### config.mk
export PLATFORM = sky130hd
export DESIGN_NAME = adder48_arbiter
export DESIGN_NICKNAME = d
export VERILOG_FILES = /design/src/rtl/adder48_arbiter.sv
export SDC_FILE = /design/constraint.sdc
export NUM_CORES = 1
export LEC_CHECK = 0
export ABC_AREA = 1
export ABC_CLOCK_PERIOD_IN_PS = 3020
export BUFFER_PORTS_ARGS = -buffer_cell sky130_fd_sc_hd__buf_2
export CORE_MARGIN = 3
export CORE_UTILIZATION = 55
export DETAILED_ROUTE_END_ITERATION = 16
export PLACE_DENSITY = 0.93
export SYNTH_ARGS = -nofsm -noshare
export SYNTH_HDL_FRONTEND = slang
export SYNTH_SLANG_ARGS = --single-unit
### constraint.sdc
create_clock -name clk -period 3.02 [get_ports clk]
set_clock_uncertainty 0.15 [all_clocks]
set_input_delay 0.604 -clock clk [delete_from_list [all_inputs] [get_ports clk]]
set_output_delay 0.604 -clock clk [all_outputs]
set_load 0.005 [all_outputs]
### src/rtl/adder48_arbiter.sv
// Round-robin arbiter sharing one 48+32-bit unsigned adder among NREQ requesters.
// Build option: define ADDER48_ARB_SAT_EN to saturate resp_sum[47:0] when the carry is set.
module adder48_arbiter #(
   parameter int NREQ = 2
) (
   input  logic                 clk,
   input  logic                 rst_n,
   input  logic [NREQ-1:0]      req_valid,
   output logic [NREQ-1:0]      req_ready,
   input  logic [NREQ*48-1:0]   req_a,
   input  logic [NREQ*32-1:0]   req_b,
   output logic [NREQ-1:0]      resp_valid,
   input  logic [NREQ-1:0]      resp_ready,
   output logic [48:0]          resp_sum,
   output logic                 busy
);

   localparam int GW = $clog2(NREQ);

   // Handshake: a transfer happens on the rising edge where valid and ready
   // are both high; ready is only ever asserted in IDLE, resp_valid only in RESP.
   typedef enum logic [1:0] {IDLE, CALC, RESP} state_t;

   state_t         state, state_nxt;
   logic [GW-1:0]  last_grant, grant_q, grant_c;
   logic           grant_found;
   logic [47:0]    a_q, sel_a;
   logic [31:0]    b_q, sel_b;
   logic [48:0]    raw_sum, sum_c;

   // Search starts one past the last served requester so priority rotates.
   always_comb begin : arb
      int            idx;
      logic [GW-1:0] idx_v;
      idx         = 0;
      idx_v       = '0;
      grant_c     = '0;
      grant_found = 1'b0;
      for (int k = 1; k <= NREQ; k++) begin
         idx = int'(last_grant) + k;
         if (idx >= NREQ) idx = idx - NREQ;
         idx_v = GW'(idx);
         if (!grant_found && req_valid[idx_v]) begin
            grant_c     = idx_v;
            grant_found = 1'b1;
         end
      end
   end

   always_comb begin
      sel_a = '0;
      sel_b = '0;
      for (int i = 0; i < NREQ; i++) begin
         if (grant_c == GW'(i)) begin
            sel_a = req_a[48*i +: 48];
            sel_b = req_b[32*i +: 32];
         end
      end
   end

   assign raw_sum = {1'b0, a_q} + {17'b0, b_q};

`ifdef ADDER48_ARB_SAT_EN
   assign sum_c = raw_sum[48] ? {1'b1, 48'hFFFF_FFFF_FFFF} : raw_sum;
`else
   assign sum_c = raw_sum;
`endif

   always_comb begin
      state_nxt  = state;
      req_ready  = '0;
      resp_valid = '0;
      case (state)
         IDLE: begin
            if (grant_found) begin
               req_ready[grant_c] = rst_n;
               state_nxt          = CALC;
            end
         end
         CALC: state_nxt = RESP;
         RESP: begin
            resp_valid[grant_q] = 1'b1;
            if (resp_ready[grant_q]) state_nxt = IDLE;
         end
         default: state_nxt = IDLE;
      endcase
   end

   assign busy = (state != IDLE);

   always_ff @(posedge clk or negedge rst_n) begin
      if (!rst_n) begin
         state      <= IDLE;
         a_q        <= '0;
         b_q        <= '0;
         grant_q    <= '0;
         last_grant <= GW'(NREQ - 1);
         resp_sum   <= '0;
      end else begin
         state <= state_nxt;
         if (state == IDLE && grant_found) begin
            a_q     <= sel_a;
            b_q     <= sel_b;
            grant_q <= grant_c;
         end
         if (state == CALC) resp_sum <= sum_c;
         if (state == RESP && resp_ready[grant_q]) last_grant <= grant_q;
      end
   end

endmodule

==> results of run 1 <==
[cell type report]
type | count | share of cell area
clock buffer | 22 | 0.0449
multi-input combinational | 1013 | 0.443
timing repair buffer | 227 | 0.110
sequential | 133 | 0.309
inverter | 168 | 0.0584
clock inverter | 10 | 0.0112
tap | 211 | 0.0245
[worst max-delay path, delay by kind of cell (launching register included)]
family / cells / cell delay, ps
fa+ha+maj: 2 / 700
simple gates: 10 / 1080
flops: 1 / 380
[metal layers]
metal | up-vias | routed length [microns] | track usage
met1 | 4385 | 12400 | 0.468
met4 | 0 | 740 | 0.101
met2 | 513 | 12700 | 0.496
li1 | 4667 | - | -
met3 | 56 | 2910 | 0.0691
met5 | - | 0 | 0
[metrics by stage]
step / utilization / setup slack (ps) / power [mW] / std cells
finish: 0.697 / 572 / 13.3 / 1784
global route: 0.697 / 398 / 14.4 / 1784
CTS: 0.697 / 605 / 13.1 / 1784
detailed placement: 0.658 / 616 / 10.9 / 1752
global placement: 0.658 / 647 / 10.7 / 1752
floorplan: - / 888 / 8.42 / 1357
[cells in the mapped netlist]
| library cell | instances |
|---|---|
| buf_2 | 8 |
| inv_1 | 161 |
| clkinv_1 | 1 |
| clkbuf_1 | 32 |
| o22ai_1 | 16 |
| buf_4 | 1 |
| o21ai_1 | 18 |
| nor2_4 | 3 |
| inv_2 | 6 |
| ha_1 | 32 |
| nor2_1 | 163 |
| nand3b_1 | 8 |
| nand3b_2 | 1 |
| nand3_1 | 67 |
| o21ai_0 | 147 |
| nand2_1 | 461 |
| a21oi_1 | 19 |
| nand4_1 | 13 |
| dfstp_2 | 1 |
| fa_1 | 1 |
| nor3_1 | 2 |
| and2_1 | 2 |
| o21bai_1 | 1 |
| nor2_2 | 11 |
| xnor2_1 | 10 |
| nand2_2 | 18 |
| nor4_1 | 1 |
| or2_2 | 7 |
| dfrtp_1 | 132 |
| or2_1 | 4 |
| buf_1 | 2 |
| nor3_2 | 2 |
| nand3_2 | 6 |
[power breakdown]
part,internal [mW],switching [mW],total (mW)
registers,2.69,0.708,3.40
logic,2.61,5.10,7.71
clock network,1.31,0.832,2.14
total,6.61,6.64,13.3
[sequential cells by signal (all words and copies together), names as in the netlist]
signal / cells
resp_sum: 49
b_q: 32
last_grant: 1
a_q: 48
state: 2
grant_q: 1
[kinds of logic (layout without fill, tap and decap cells)]
group	count (synthesis)	in the layout
and+or+nand+nor	769	769
adders and majority gates	33	33
xor gates and xnor gates	10	10
buffers and inverters	211	427
AOI/OAI and AO/OA	201	201
DFF	133	133
[final timing paths]
path / startpoint / endpoint / slack (ps) / cells after the start
max in group asynchronous: rst_n / a_q[8] / 1800 / 2
setup / recovery: a_q[0] / resp_sum[36] / 570 / 12
hold / removal: rst_n / state[0] / 270 / 2
min in group clk: req_a[74] / a_q[26] / 290 / 3
setup reg to reg: a_q[0] / resp_sum[36] / 570 / 12
hold reg to reg: resp_sum[45] / resp_sum[45] / 320 / 2
[cells in the final DEF, fill, tap and decap left out, types with 2 or more instances in the layout]
cell and instances:
buf_2 218, bufinv_16 2, nor3_2 2, nand3_1 67, o21ai_1 17, buf_4 7, ha_1 32, clkinvlp_4 4
clkbuf_16 17, nand2_2 20, nand3_2 6, nand2_1 459, or2_1 4, o21ai_0 147, nor2_2 11, a21oi_1 19
nor3_1 2, and2_1 2, nor2_1 163, o22ai_1 16, nand4_1 13, clkbuf_8 4, inv_2 7, nor2_4 3
buf_12 2, or2_2 7, inv_1 160, nand3b_1 8, clkinv_4 2, xnor2_1 10, dfrtp_1 132
==> results.yml, run 1 <==
status:
  status: "completed"
global_routing:
  grt_use_total: 0.325
  overflow: 0
  grt_antenna_before_repair: 0
  grt_pass1_wl_mm: 45.5
  grt_max_degree: 99
  grt_pass1_vias: 9066
synth:
  synth_simple_gate_area_frac: 0.362
  ys_top_cells_by_area: "dfrtp_1 37%, nand2_1 19%, o21ai_0 8.3%"
  synth_seq_cells: 133
  synth.distinct_cells: 33
  muxShareOfSynthArea: 0
  synth_top_area_frac: 0.371
  synthCells: 1357
  synth_area_sq_um: 8890
  yosysWarnings: 0
  yosys.area.top_type: "dfrtp_1"
  synth_top_family_by_area: "simple AND/OR/NAND/NOR gates"
  synth_nets: 1556
  synth_adder_area_share: 0.0473
  synth_compound_area_frac: 0.116
  ys_seq_area_frac: 0.374
  synth_xor_area_frac: 0.00985
  syn-mean-instance-area_sq_um: 6.55
final_layout:
  regArea_sq_um: 3330
  fin_nets: 1759
  fillers: 1298
  multi_input_area_sq_um: 4780
  area_delta_synth_final_pct: 21.3
  stdcell_area_sq_um: 10800
  layout-drive-gt1-share: 0.202
  antennaDiodeCount: 0
critical_path:
  worstPathMaxFanout: 4
  cp_slowest_cell: "fa_1"
  critPathCaptureType: "flip-flop"
  cp_cell_sequence: "ha_1 -> fa_1 -> nand3_2 -> nand3_2 -> nand3_1 -> nand3_1 -> nand2_1 -> nand2_1 -> nand2_1 -> nand3_1 -> nand3_1 -> nand2_1"
  required_ps: 3170
  arrival_ps: 2600
  max_stage_delay_ps: 450
  setup.worst_path.class: "flip-flop to flip-flop"
  startpoint_type: "flip-flop"
floorplanning:
  die-area_sq_um: 17700
  core_sq_um: 15500
  start_util: 0.574
  die_y_microns: 133
  rows: 45
  fp.dieW_microns: 133
  ios: 220
timing:
  slew_violations: 0
  max_slew_margin: 0.384
  worst_pin_slew_ps: 924
  setup_viol: 0
  setup_tns_ps: 0
  min_period_ps: 2450
  finalCritPeriodShare: 0.811
  hold_viol: 0
  fmax_mhz: 409
  grt_setup_unrepaired: "false"
  holdWs_ps: 266
min_path:
  hold_path.class: "primary input to async pin"
detailed_routing:
  dr.pass1.iters: 5
  routed_wirelength_mm: 28.7
  drt_iter0_markers: 917
  drc: 0
  wl_per_cell_microns: 16.1
  antenna_left: 0
  viasPerCell: 5.39
  routed-via-count: 9621
clocking:
  cts_root_buffer: "clkbuf_16"
  cts_tree: "built"
  cts_sinks: 133
  ctsHoldBuffers: 0
  post_cts_resized: 0
  clkTransAtPathRegs_ps: 60
  insertion_delay_ps: 430
  cts_buffers: 17
  cts_setup_buffers: 0
  cts_buffer_depth: 2
  htree_levels: 4
pwr:
  p_leak_nw: 5.96
  ir_worst_vdd_v: 0.000694
  powerDensity_nw_per_um2: 1230
placed_design:
  gp_congestion: 0.996
  hpwl_mm: 22.3
  port_buffers: 219
  placed_cell_area_sq_um: 10200
run:
  drv_cap: 0
Note: power is estimated with default switching activity, not from simulation.
==> run 2: changes to the inputs <==
==> config.mk (replaced) <==
export PLATFORM = sky130hd
export DESIGN_NAME = adder48_arbiter
export DESIGN_NICKNAME = d
export VERILOG_FILES = /design/src/rtl/adder48_arbiter.sv
export SDC_FILE = /design/constraint.sdc
export NUM_CORES = 1
export LEC_CHECK = 0
export ABC_AREA = 0
export ABC_CLOCK_PERIOD_IN_PS = 2160
export BUFFER_PORTS_ARGS = -buffer_cell sky130_fd_sc_hd__buf_2
export CORE_MARGIN = 3
export CORE_UTILIZATION = 48
export DETAILED_ROUTE_END_ITERATION = 16
export PLACE_DENSITY = 0.88
export SYNTH_ARGS = -nofsm -noshare
export SYNTH_HDL_FRONTEND = slang
export SYNTH_SLANG_ARGS = --single-unit
==> constraint.sdc (replaced) <==
create_clock -name clk -period 2.16 [get_ports clk]
set_clock_uncertainty 0.15 [all_clocks]
set_input_delay 0.432 -clock clk [delete_from_list [all_inputs] [get_ports clk]]
set_output_delay 0.432 -clock clk [all_outputs]
set_load 0.005 [all_outputs]
==> results.yml, run 2 <==
clocking:
  cts_buffers: 17
  cts_root_buffer: "clkbuf_16"
  htree_levels: 4
  cts_sinks: 133
  cts_tree: "built"
  insertion_delay_ps: 420
  cts_buffer_depth: 2
  clkTransAtPathRegs_ps: 50
synth:
  synth_nets: 1060
  yosysWarnings: 0
  synth_top_cells_by_count: "132 x dfrtp_1, 127 x a21oi_1, 113 x nor2_1, 89 x nand2_1, 81 x mux2i_1"
  syn-mean-instance-area_sq_um: 9.00
  synth.distinct_cells: 54
  synthCells: 861
  synth_edf_count: 0
  ys.flop_type: "dfrtp_1"
  ys_seq_area_frac: 0.430
  synth_area_sq_um: 7750
  synth_top_area_frac: 0.426
  ys_top_cells_by_area: "dfrtp_1 43%, mux2i_1 10%, a21oi_1 8.2%"
  synth-async-reset-ratio: 1.00
  synth.most_common_cell: "dfrtp_1"
  synth_seq_cells: 133
  yosys.area.top_type: "dfrtp_1"
global_routing:
  grt-busiest-layer: "met2"
  grt_pass1_wl_mm: 39.4
  grt_antenna_before_repair: 0
  use_met2: 0.476
  use_met1: 0.327
  grt_use_total: 0.277
  overflow: 0
  grt_pass1_vias: 8197
  use_met3: 0.0559
  grt_max_degree: 85
placed_design:
  dp_cells: 1369
  dp_slack_ps: -748
  hpwl_mm: 16.4
  placed_cell_area_sq_um: 10100
  gp_congestion: 0.868
  port_buffers: 219
status:
  violations: "negative setup slack"
  status: "complete, but fails checks"
floorplanning:
  core_sq_um: 15500
  rows: 45
  ios: 220
  die-area_sq_um: 17700
  die_y_microns: 133
  fp.dieW_microns: 133
  start_util: 0.500
final_layout:
  largest_register: "resp_sum"
  mostFrequentLayoutCell: "buf_2"
  antennaDiodeCount: 0
  final_cells: 1432
  layout-drive-gt1-share: 0.428
  reg_top3: "resp_sum (49), a_q (48), b_q (32)"
  area_delta_synth_final_pct: 51.4
  final_util: 0.758
  fin_nets: 1408
  layout_common_cells: "218 x buf_2, 132 x dfrtp_1, 124 x buf_4"
  largest_reg_flops: 49
  stdcell_area_sq_um: 11700
detailed_routing:
  wl_per_cell_microns: 19.7
  routed-via-count: 8452
  routed_wirelength_mm: 28.1
  drc: 0
  dr.pass1.iters: 6
  antenna_left: 0
  viasPerCell: 5.90
  drt_iter0_markers: 828
critical_path:
  required_ps: 2340
  r2r-start: "a_q[22]"
  arrival_ps: 3130
  setup.worst_path.class: "flip-flop to flip-flop"
  timing.rr.end: "resp_sum[47]"
  rrSetupSlack_ps: -790
  worstPathMaxFanout: 4
  critPathCaptureType: "flip-flop"
  startpoint_type: "flip-flop"
  rr_worst_depth: 8
pwr:
  ir_worst_vdd_v: 0.000818
  totalPowerFinal_mw: 25.0
  p_leak_nw: 5.54
  powerDensity_nw_per_um2: 2130
timing:
  grt_setup_unrepaired: "true"
  holdWs_ps: 158
  finalCritPeriodShare: 1.37
  slew_violations: 0
  setup_viol: 41
  worst_pin_slew_ps: 809
  setup_ws_ps: -795
  min_period_ps: 2950
  hold_viol: 0
  setup_tns_ps: -17360
  max_slew_margin: 0.460
  fmax_mhz: 338
min_path:
  hold_depth: 3
  hold_path_startpoint: "resp_ready[1]"
  hold_path.class: "primary input to flip-flop"
  holdPathEnd: "last_grant"
run:
  drv_cap: 0
[run 2: cell types whose count changed after synthesis, moves of 17 or more]
cell / delta
nor2_1: -50
nand3_1: -60
nand2_2: -18
mux2i_1: +81
a21oi_1: +108
xor2_1: +17
inv_1: -151
nand2_1: -372
o21ai_0: -99
[run 2: layout make-up]
type / instances / area (sq um)
flip-flops and latches: 133 / 3330
well taps: 211 / 264
fillers: 905 / 3750
clock buffers: 21 / 470
inverters: 10 / 37.5
multi-input cells: 669 / 5040
clock inverters: 10 / 105
repair buffers: 378 / 2480
[run 2: routing by layer]
layer | share of wire | vias to the layer above
li1 | - | 3743
met1 | 0.36 | 3930
met2 | 0.50 | 603
met3 | 0.083 | 176
met4 | 0.063 | 0
met5 | 0 | -
[run 2: worst max-delay path: stages, from the launching register on]
cell and delay [ps]:
dfrtp_1 410, ha_4 300, nand4_4 100, or3_4 410
or4_4 450, o21ai_4 200, a41oi_4 180, or4_1 490
a31oi_1 180
[run 2: worst max-delay path by stage]
stage | start | endpoint | slack, ps | depth (start not counted)
global route | b_q[22] | resp_sum[47] | -850 | 8
CTS | b_q[22] | resp_sum[47] | -690 | 8
floorplan | a_q[22] | resp_sum[47] | -670 | 9
global placement | a_q[22] | resp_sum[47] | -630 | 8
detailed placement | b_q[22] | resp_sum[47] | -750 | 8
finish | a_q[22] | resp_sum[47] | -790 | 8
[run 2: power breakdown]
| part | switching [mW] | internal, mW |
|---|---|---|
| clock | 1.05 | 1.77 |
| combinational | 9.07 | 8.29 |
| sequential | 1.09 | 3.76 |
[run 2: cell families after synthesis]
family                   Yosys count  share of synthesized area
XOR/XNOR                          37                     0.0418
adder cells (fa/ha/maj)           33                     0.0543
flip-flops                       133                      0.430
AND/OR/NAND/NOR                  263                      0.149
multiplexers                      83                      0.108
AO/OA/AOI/OAI                    253                      0.188
buffers and inverters             59                     0.0291
[run 2: repair_timing]
item | in CTS | in global routing
resized for setup | 95 | 74
endpoints found under the setup margin | 41 | 44
hold buffers | 1 | 0
buffers inserted | 19 | 15
cloned | 0 | 0
pin swaps | 55 | 43
endpoints found under the hold margin | 24 | 0
